--- config.mk ---
export PLATFORM = sky130hd
export DESIGN_NAME = sim_console_flat
export DESIGN_NICKNAME = d
export VERILOG_FILES = /design/src/rtl/sim_console_if.sv /design/src/rtl/sim_console.sv /design/src/flat_wrapper.sv
export SDC_FILE = /design/constraint.sdc
export NUM_CORES = 1
export LEC_CHECK = 0
export CORE_ASPECT_RATIO = 0.75
export CORE_MARGIN = 2
export CORE_UTILIZATION = 51
export CTS_BUF_LIST = sky130_fd_sc_hd__clkbuf_16
export CTS_CLUSTER_DIAMETER = 150
export DETAILED_ROUTE_END_ITERATION = 12
export GPL_TIMING_DRIVEN = 0
export PLACE_DENSITY = 0.75
export SYNTH_ARGS = -nofsm -noshare
export SYNTH_HDL_FRONTEND = slang
export SYNTH_SLANG_ARGS = --single-unit
--- constraint.sdc ---
create_clock -name clk -period 4.64 [get_ports clk]
set_input_delay 0.928 -clock clk [delete_from_list [all_inputs] [get_ports clk]]
set_output_delay 0.928 -clock clk [all_outputs]
set_load 0.05 [all_outputs]
--- src/rtl/sim_console_if.sv ---
// rtl/sim_console_if.sv - register bus, byte stream and exit signals of the sim console
interface sim_console_if;
    logic        cs;
    logic        we;
    logic [1:0]  addr;
    logic [31:0] wdata;
    logic [31:0] rdata;
    logic        tx_valid;
    logic [7:0]  tx_data;
    logic        tx_ready;
    logic        exit_valid;
    logic [7:0]  exit_code;

    modport master (
        output cs, we, addr, wdata, tx_ready,
        input  rdata, tx_valid, tx_data, exit_valid, exit_code
    );

    modport slave (
        input  cs, we, addr, wdata, tx_ready,
        output rdata, tx_valid, tx_data, exit_valid, exit_code
    );
endinterface

--- src/rtl/sim_console.sv ---
// rtl/sim_console.sv - buffered memory-mapped character console with paced drain and exit register (optional print: SIM_CONSOLE_PRINT_EN)
module sim_console #(
    parameter int DEPTH_LOG2 = 4,
    parameter int DRAIN_DIV  = 1
) (
    input  logic         clk,
    input  logic         reset,
    sim_console_if.slave bus
);
    localparam int DEPTH = 1 << DEPTH_LOG2;
    localparam int CW    = DEPTH_LOG2 + 1;
    localparam int PW    = (DRAIN_DIV > 1) ? $clog2(DRAIN_DIV) : 1;

    typedef enum logic [1:0] {
        ST_RUN   = 2'd0,
        ST_DRAIN = 2'd1,
        ST_DONE  = 2'd2
    } state_t;

    state_t                r_state;
    logic [7:0]            r_mem [DEPTH];
    logic [DEPTH_LOG2-1:0] r_wptr;
    logic [DEPTH_LOG2-1:0] r_rptr;
    logic [CW-1:0]         r_count;
    logic                  r_ovf;
    logic                  r_en;
    logic [PW-1:0]         r_pace;
    logic                  r_exit_valid;
    logic [7:0]            r_exit_code;

    logic          w_wr_data;
    logic          w_wr_status;
    logic          w_wr_ctrl;
    logic          w_wr_exit;
    logic          w_empty;
    logic          w_full;
    logic          w_tx_valid;
    logic          w_pop;
    logic          w_push;
    logic          w_overflow;
    logic [CW-1:0] w_cnt_next;
    logic          w_drained;
    logic          w_pending;
    logic [31:0]   w_rdata;

    assign w_wr_data   = bus.cs & bus.we & (bus.addr == 2'd0);
    assign w_wr_status = bus.cs & bus.we & (bus.addr == 2'd1);
    assign w_wr_ctrl   = bus.cs & bus.we & (bus.addr == 2'd2);
    assign w_wr_exit   = bus.cs & bus.we & (bus.addr == 2'd3);

    assign w_empty    = (r_count == '0);
    assign w_full     = (r_count == CW'(DEPTH));
    assign w_tx_valid = r_en & ~w_empty & (r_pace == '0) & (r_state != ST_DONE);
    assign w_pop      = w_tx_valid & bus.tx_ready;
    // A pop in the same cycle frees the slot, so a write to a full FIFO is still accepted.
    assign w_push     = w_wr_data & (r_state != ST_DONE) & (~w_full | w_pop);
    assign w_overflow = w_wr_data & (r_state != ST_DONE) & w_full & ~w_pop;
    assign w_cnt_next = r_count + CW'(w_push) - CW'(w_pop);
    // With drain disabled the console never reports completion, even if already empty.
    assign w_drained  = r_en & (w_cnt_next == '0);
    assign w_pending  = (r_state == ST_DRAIN);

    // Control FSM: RUN until EXIT is written, DRAIN until the buffer empties, DONE until reset.
    always_ff @(posedge clk) begin
        if (reset) begin
            r_state      <= ST_RUN;
            r_exit_valid <= 1'b0;
            r_exit_code  <= 8'd0;
        end else begin
            case (r_state)
                ST_RUN: begin
                    if (w_wr_exit) begin
                        r_exit_code <= bus.wdata[7:0];
                        r_state     <= ST_DRAIN;
                    end
                end
                ST_DRAIN: begin
                    if (w_drained) begin
                        r_state      <= ST_DONE;
                        r_exit_valid <= 1'b1;
                    end
                end
                ST_DONE: begin
                    r_exit_valid <= 1'b1;
                end
                default: begin
                    r_state <= ST_RUN;
                end
            endcase
        end
    end

    // FIFO pointers, fill count, sticky overflow, drain enable and pop pacing.
    always_ff @(posedge clk) begin
        if (reset) begin
            r_wptr  <= '0;
            r_rptr  <= '0;
            r_count <= '0;
            r_ovf   <= 1'b0;
            r_en    <= 1'b1;
            r_pace  <= '0;
        end else begin
            if (w_push) begin
                r_wptr <= r_wptr + DEPTH_LOG2'(1);
            end
            if (w_pop) begin
                r_rptr <= r_rptr + DEPTH_LOG2'(1);
            end
            r_count <= w_cnt_next;
            // A new overflow in the same cycle as a clear wins, so no drop goes unreported.
            if (w_overflow) begin
                r_ovf <= 1'b1;
            end else if (w_wr_status & bus.wdata[31]) begin
                r_ovf <= 1'b0;
            end
            if (w_wr_ctrl) begin
                r_en <= bus.wdata[0];
            end
            if (w_pop) begin
                r_pace <= PW'(DRAIN_DIV - 1);
            end else if (r_pace != '0) begin
                r_pace <= r_pace - PW'(1);
            end
        end
    end

    // Byte storage; contents need no reset because tx_data is only meaningful with tx_valid.
    always_ff @(posedge clk) begin
        if (w_push) begin
            r_mem[r_wptr] <= bus.wdata[7:0];
        end
    end

    // Combinational register read-back.
    always_comb begin
        w_rdata = 32'd0;
        if (bus.cs) begin
            case (bus.addr)
                2'd1:    w_rdata = {r_ovf, 12'd0, w_pending, w_full, w_empty,
                                    {(16 - CW){1'b0}}, r_count};
                2'd2:    w_rdata = {31'd0, r_en};
                2'd3:    w_rdata = {24'd0, r_exit_code};
                default: w_rdata = 32'd0;
            endcase
        end
    end

    assign bus.rdata      = w_rdata;
    assign bus.tx_valid   = w_tx_valid;
    assign bus.tx_data    = r_mem[r_rptr];
    assign bus.exit_valid = r_exit_valid;
    assign bus.exit_code  = r_exit_code;

`ifdef SIM_CONSOLE_PRINT_EN
    // Simulation echo of drained bytes and program exit.
    always @(posedge clk) begin
        if (!reset) begin
            if (w_pop) begin
                $write("%c", bus.tx_data);
            end
            if ((r_state == ST_DRAIN) && w_drained) begin
                $display("EXIT %0d", r_exit_code);
                $finish;
            end
        end
    end
`else
`endif

endmodule

--- src/flat_wrapper.sv ---
// flat-port wrapper written by rule: the top's interface ports become plain ports
module sim_console_flat 
#(
    parameter int DEPTH_LOG2 = 4,
    parameter int DRAIN_DIV  = 1
)
  (clk, reset, bus_cs, bus_we, bus_addr, bus_wdata, bus_tx_ready, bus_rdata, bus_tx_valid, bus_tx_data, bus_exit_valid, bus_exit_code);
  sim_console_if bus_i ();
  input  logic clk;
  input  logic reset;
  input wire logic [$bits(bus_i.cs)-1:0] bus_cs;
  input wire logic [$bits(bus_i.we)-1:0] bus_we;
  input wire logic [$bits(bus_i.addr)-1:0] bus_addr;
  input wire logic [$bits(bus_i.wdata)-1:0] bus_wdata;
  input wire logic [$bits(bus_i.tx_ready)-1:0] bus_tx_ready;
  output wire logic [$bits(bus_i.rdata)-1:0] bus_rdata;
  output wire logic [$bits(bus_i.tx_valid)-1:0] bus_tx_valid;
  output wire logic [$bits(bus_i.tx_data)-1:0] bus_tx_data;
  output wire logic [$bits(bus_i.exit_valid)-1:0] bus_exit_valid;
  output wire logic [$bits(bus_i.exit_code)-1:0] bus_exit_code;
  assign bus_i.cs = bus_cs;
  assign bus_i.we = bus_we;
  assign bus_i.addr = bus_addr;
  assign bus_i.wdata = bus_wdata;
  assign bus_i.tx_ready = bus_tx_ready;
  assign bus_rdata = bus_i.rdata;
  assign bus_tx_valid = bus_i.tx_valid;
  assign bus_tx_data = bus_i.tx_data;
  assign bus_exit_valid = bus_i.exit_valid;
  assign bus_exit_code = bus_i.exit_code;
  sim_console #(.DEPTH_LOG2(DEPTH_LOG2), .DRAIN_DIV(DRAIN_DIV)) u_core (.clk(clk), .reset(reset), .bus(bus_i));
endmodule
==> Flow_metrics.wiki <==
{| class="wikitable"
! Metric !! Value
|-
| Clock-pin slew on the worst setup and hold paths || 60 ps
|-
| Dpl ws || 639 ps
|-
| Final Wtd Congestion || 0.813
|-
| Dominant synthesized flop cell || sky130_fd_sc_hd__edfxtp_1
|-
| Total global-route track usage || 20.7%
|-
| Highest clock frequency the design can meet || 0.249 GHz
|-
| Total negative setup slack || 0 ps
|-
| Setup slack of the critical path after layout || 617 ps
|-
| Wire length per cell after detailed routing || 20.5 um
|-
| Vertical die dimension || 103 um
|-
| TritonCTS clock tree || built
|-
| Layout Utilization || 62.4%
|-
| Data arrival at the endpoint of the critical path || 3100 ps
|-
| Summed area of non-filler cells in the final layout || 8060 um2
|-
| Leakage power || 2.82 nW
|-
| Number of distinct library cells after synthesis || 48
|-
| Outcome || finished, final reports clean
|-
| Max Root-Sink Buffers || 2
|-
| Share of the yosys chip area belonging to registers || 66.6%
|-
| Die Span X || 136 um
|-
| Number of detailed-routing iterations run before antenna repair || 5
|-
| Remaining Overflow, GRT || 0
|-
| Final number of hold-violating endpoints || 0
|-
| Mean Syn Cell Area || 17.3 um2
|-
| I/O Buffers || 45
|-
| Worst rel slew slack || 10.9%
|-
| Iteration-0 DRC count of the detailed router || 261
|-
| Instance count on the critical path || 5
|-
| Slowest cell on crit path || sky130_fd_sc_hd__clkdlybuf4s50_1
|-
| CTS H-tree depth || 4
|-
| Via-to-Cell Ratio || 5.52
|-
| Leading cell types by count after synthesis || 128 x sky130_fd_sc_hd__edfxtp_1, 37 x sky130_fd_sc_hd__nor2_1, 31 x sky130_fd_sc_hd__dfxtp_1
|-
| Setup repair after global routing missed its margin || no
|-
| Number of hold buffers added after CTS || 0
|-
| Number of global-route vias before repair || 3600
|-
| Worst-path maximum fanout || 10
|-
| Clock Latency Late Sink || 420 ps
|-
| Net total in the final layout || 523
|-
| Worst hold path type || reg -> reg
|-
| Area occupied by multi-input gates || 2010 um2
|-
| Number of endpoints failing setup at the final stage || 0
|-
| Biggest area contributors in the synthesized netlist || sky130_fd_sc_hd__edfxtp_1 57%, sky130_fd_sc_hd__mux4_1 9.4%, sky130_fd_sc_hd__dfxtp_1 9.3%
|-
| Final period demand of the worst path || 4020 ps
|-
| Critical path class || in -> out
|-
| Post-CTS Setup Inserts || 0
|-
| Number of filler cells placed in the layout || 900
|-
| Post_cts resized || 0
|-
| Clock root buffer master || sky130_fd_sc_hd__clkbuf_16
|-
| Total number of vias || 3613
|-
| Pin count of the biggest net entering global routing || 19
|-
| Number of diodes added for antenna fixing || 0
|-
| # rows || 36
|-
| Family of cells with the greatest summed delay on the critical path || buffers and inverters
|-
| Most instantiated library cell after synthesis || sky130_fd_sc_hd__edfxtp_1
|-
| Crit end category || primary output
|-
| Total wire length after detailed routing || 13400 um
|-
| Layout cells sized above 1 || 17.1%
|-
| Required time of the worst setup path || 3710 ps
|-
| Residual antenna-violating net count after detailed routing || 0
|-
| Number of ports placed on the die boundary || 89
|-
| Number of cells traversed by the worst hold path || 2
|-
| Sequence of cells on the critical path || clkdlybuf4s50_1 -> clkbuf_1 -> mux2i_1 -> nor2_1 -> clkdlybuf4s50_1
|-
| Core box area || 12900 um2
|-
| Final-report max-slew violation count || 0
|-
| Async SR Flop Fraction || 0%
|-
| Count of maximum capacitance violations || 0
|-
| Area after DPL || 7440 um2
|-
| Worst setup SP type || input port
|-
| Area share of the largest cell type after synthesis || 57.4%
|-
| Power per standard cell area || 458 nW/um2
|-
| Area Growth Syn to Fin || 20.3%
|-
| Maximum ir drop on the vdd rail || 0.000337 V
|-
| Effective utilization at floorplan || 51.8%
|-
| PnR Total Power || 3.69 mW
|-
| Share of the clock period used by the worst path after layout || 86.7%
|-
| Area used by sequential logic in the layout || 4460 um2
|-
| Number of buffers inserted during clock tree synthesis || 17
|-
| Placed wire-length estimate after detailed placement || 8660 um
|-
| Worst reg2reg setup slack || 1380 ps
|-
| R2R depth || 15
|-
| Number of clock sinks || 159
|-
| Number of buffers and inverters on the critical path || 3
|-
| Register bit count reported by yosys || 159
|-
| Most used cell along the critical path || sky130_fd_sc_hd__clkdlybuf4s50_1
|-
| Total Die Area || 14100 um2
|-
| Slew @ Worst Pin || 1330 ps
|-
| Wire length of the first global-routing pass || 20600 um
|-
| Biggest cell delay along the critical path || 810 ps
|-
| Remaining design rule violation count || 0
|-
| Count of warnings emitted by yosys || 0
|-
| Largest area contributor in the netlist || sky130_fd_sc_hd__edfxtp_1
|-
| Number of instances in the synthesized netlist || 387
|-
| Skew final || 7.61 ps
|-
| Count of flip-flops with a built-in enable after synthesis || 128
|-
| Area of the mapped netlist || 6700 um2
|-
| Antenna violations before repair || 0
|}
-- worst min-delay path: cells and delay by family (launching register included) --
| family | cells | cell delay (ps) |
|---|---|---|
| flip-flops | 1 | 310 |
| AO/OA/AOI/OAI | 2 | 130 |
-- per-layer routing --
layer / track usage (%) / share of wire, %
met3: 6.82 / 7.5
met5: 0 / 0
met1: 28.6 / 44
met2: 32.1 / 47
met4: 5.69 / 1.1
-- layout make-up --
type	count	area share, %
Sequential cell	159	55.4
Timing Repair Buffer	46	5.65
Inverter	11	0.512
Multi-Input combinational cell	200	25.0
Tap cell	171	2.65
Buffer	37	3.29
Clock buffer	17	5.28
Clock inverter	14	2.27
-- final timing paths --
path / startpoint / end
min: u_core.r_ovf / u_core.r_ovf
min reg2reg: u_core.r_ovf / u_core.r_ovf
max reg2reg: u_core.r_count[2] / u_core.bus.exit_valid
max: bus_addr[1] / bus_rdata[3]
-- state kept, by name, indices dropped and copies added (netlist names), named ones only --
signal                 cells
u_core.bus.exit_valid      1
u_core.bus.exit_code       8
u_core.r_count             5
u_core.r_rptr              4
u_core.r_state             2
u_core.r_en                1
u_core.r_pace              1
u_core.r_ovf               1
u_core.r_mem             128
u_core.r_wptr              4
-- cell families (layout without fill, tap and decap cells) --
family / after synthesis / in the layout / synth area share [%]
other: 1 / 21 / 0.0560
and+or+nand+nor: 88 / 88 / 6.67
buffers and inverters: 48 / 125 / 4.58
xor gates and xnor gates: 9 / 9 / 1.18
adders and majority gates: 12 / 12 / 2.35
muxes: 55 / 55 / 17.1
DFF: 159 / 159 / 66.6
AOI/OAI and AO/OA: 15 / 15 / 1.46
-- power breakdown --
part	switching, mW	internal, mW
combinational	0.370	0.294
clock	0.571	0.854
sequential	0.0328	1.57
-- through the flow --
step / cells / hold slack (ps)
global placement: 623 / 471
CTS: 654 / 482
finish: 655 / 487
floorplan: 407 / 445
detailed placement: 623 / 463
global route: 655 / 505
-- placed cells by master (no fill, tap or decap), types with 2 or more instances in the layout --
cell type,n
sky130_fd_sc_hd__nor3_1,5
sky130_fd_sc_hd__inv_1,10
sky130_fd_sc_hd__nor2_1,37
sky130_fd_sc_hd__buf_2,2
sky130_fd_sc_hd__buf_4,21
sky130_fd_sc_hd__edfxtp_1,128
sky130_fd_sc_hd__nand2_1,12
sky130_fd_sc_hd__inv_6,4
sky130_fd_sc_hd__and3_1,4
sky130_fd_sc_hd__mux4_1,24
sky130_fd_sc_hd__o21bai_1,2
sky130_fd_sc_hd__xor2_1,3
sky130_fd_sc_hd__nand2b_1,5
sky130_fd_sc_hd__nor2b_1,7
sky130_fd_sc_hd__nand4_1,2
sky130_fd_sc_hd__o21ai_0,2
sky130_fd_sc_hd__clkbuf_1,6
sky130_fd_sc_hd__ha_1,11
sky130_fd_sc_hd__mux2i_1,13
sky130_fd_sc_hd__clkdlybuf4s50_1,45
sky130_fd_sc_hd__and2_1,2
sky130_fd_sc_hd__nor4b_1,2
sky130_fd_sc_hd__bufinv_16,3
sky130_fd_sc_hd__nand3_1,3
sky130_fd_sc_hd__xnor2_1,6
sky130_fd_sc_hd__clkinvlp_4,5
sky130_fd_sc_hd__clkbuf_16,17
sky130_fd_sc_hd__buf_8,2
sky130_fd_sc_hd__nor3_2,2
sky130_fd_sc_hd__dfxtp_1,31
sky130_fd_sc_hd__conb_1,21
sky130_fd_sc_hd__a21oi_1,4
sky130_fd_sc_hd__mux4_2,16
sky130_fd_sc_hd__buf_1,5
Note: power is estimated with default switching activity, not from simulation.
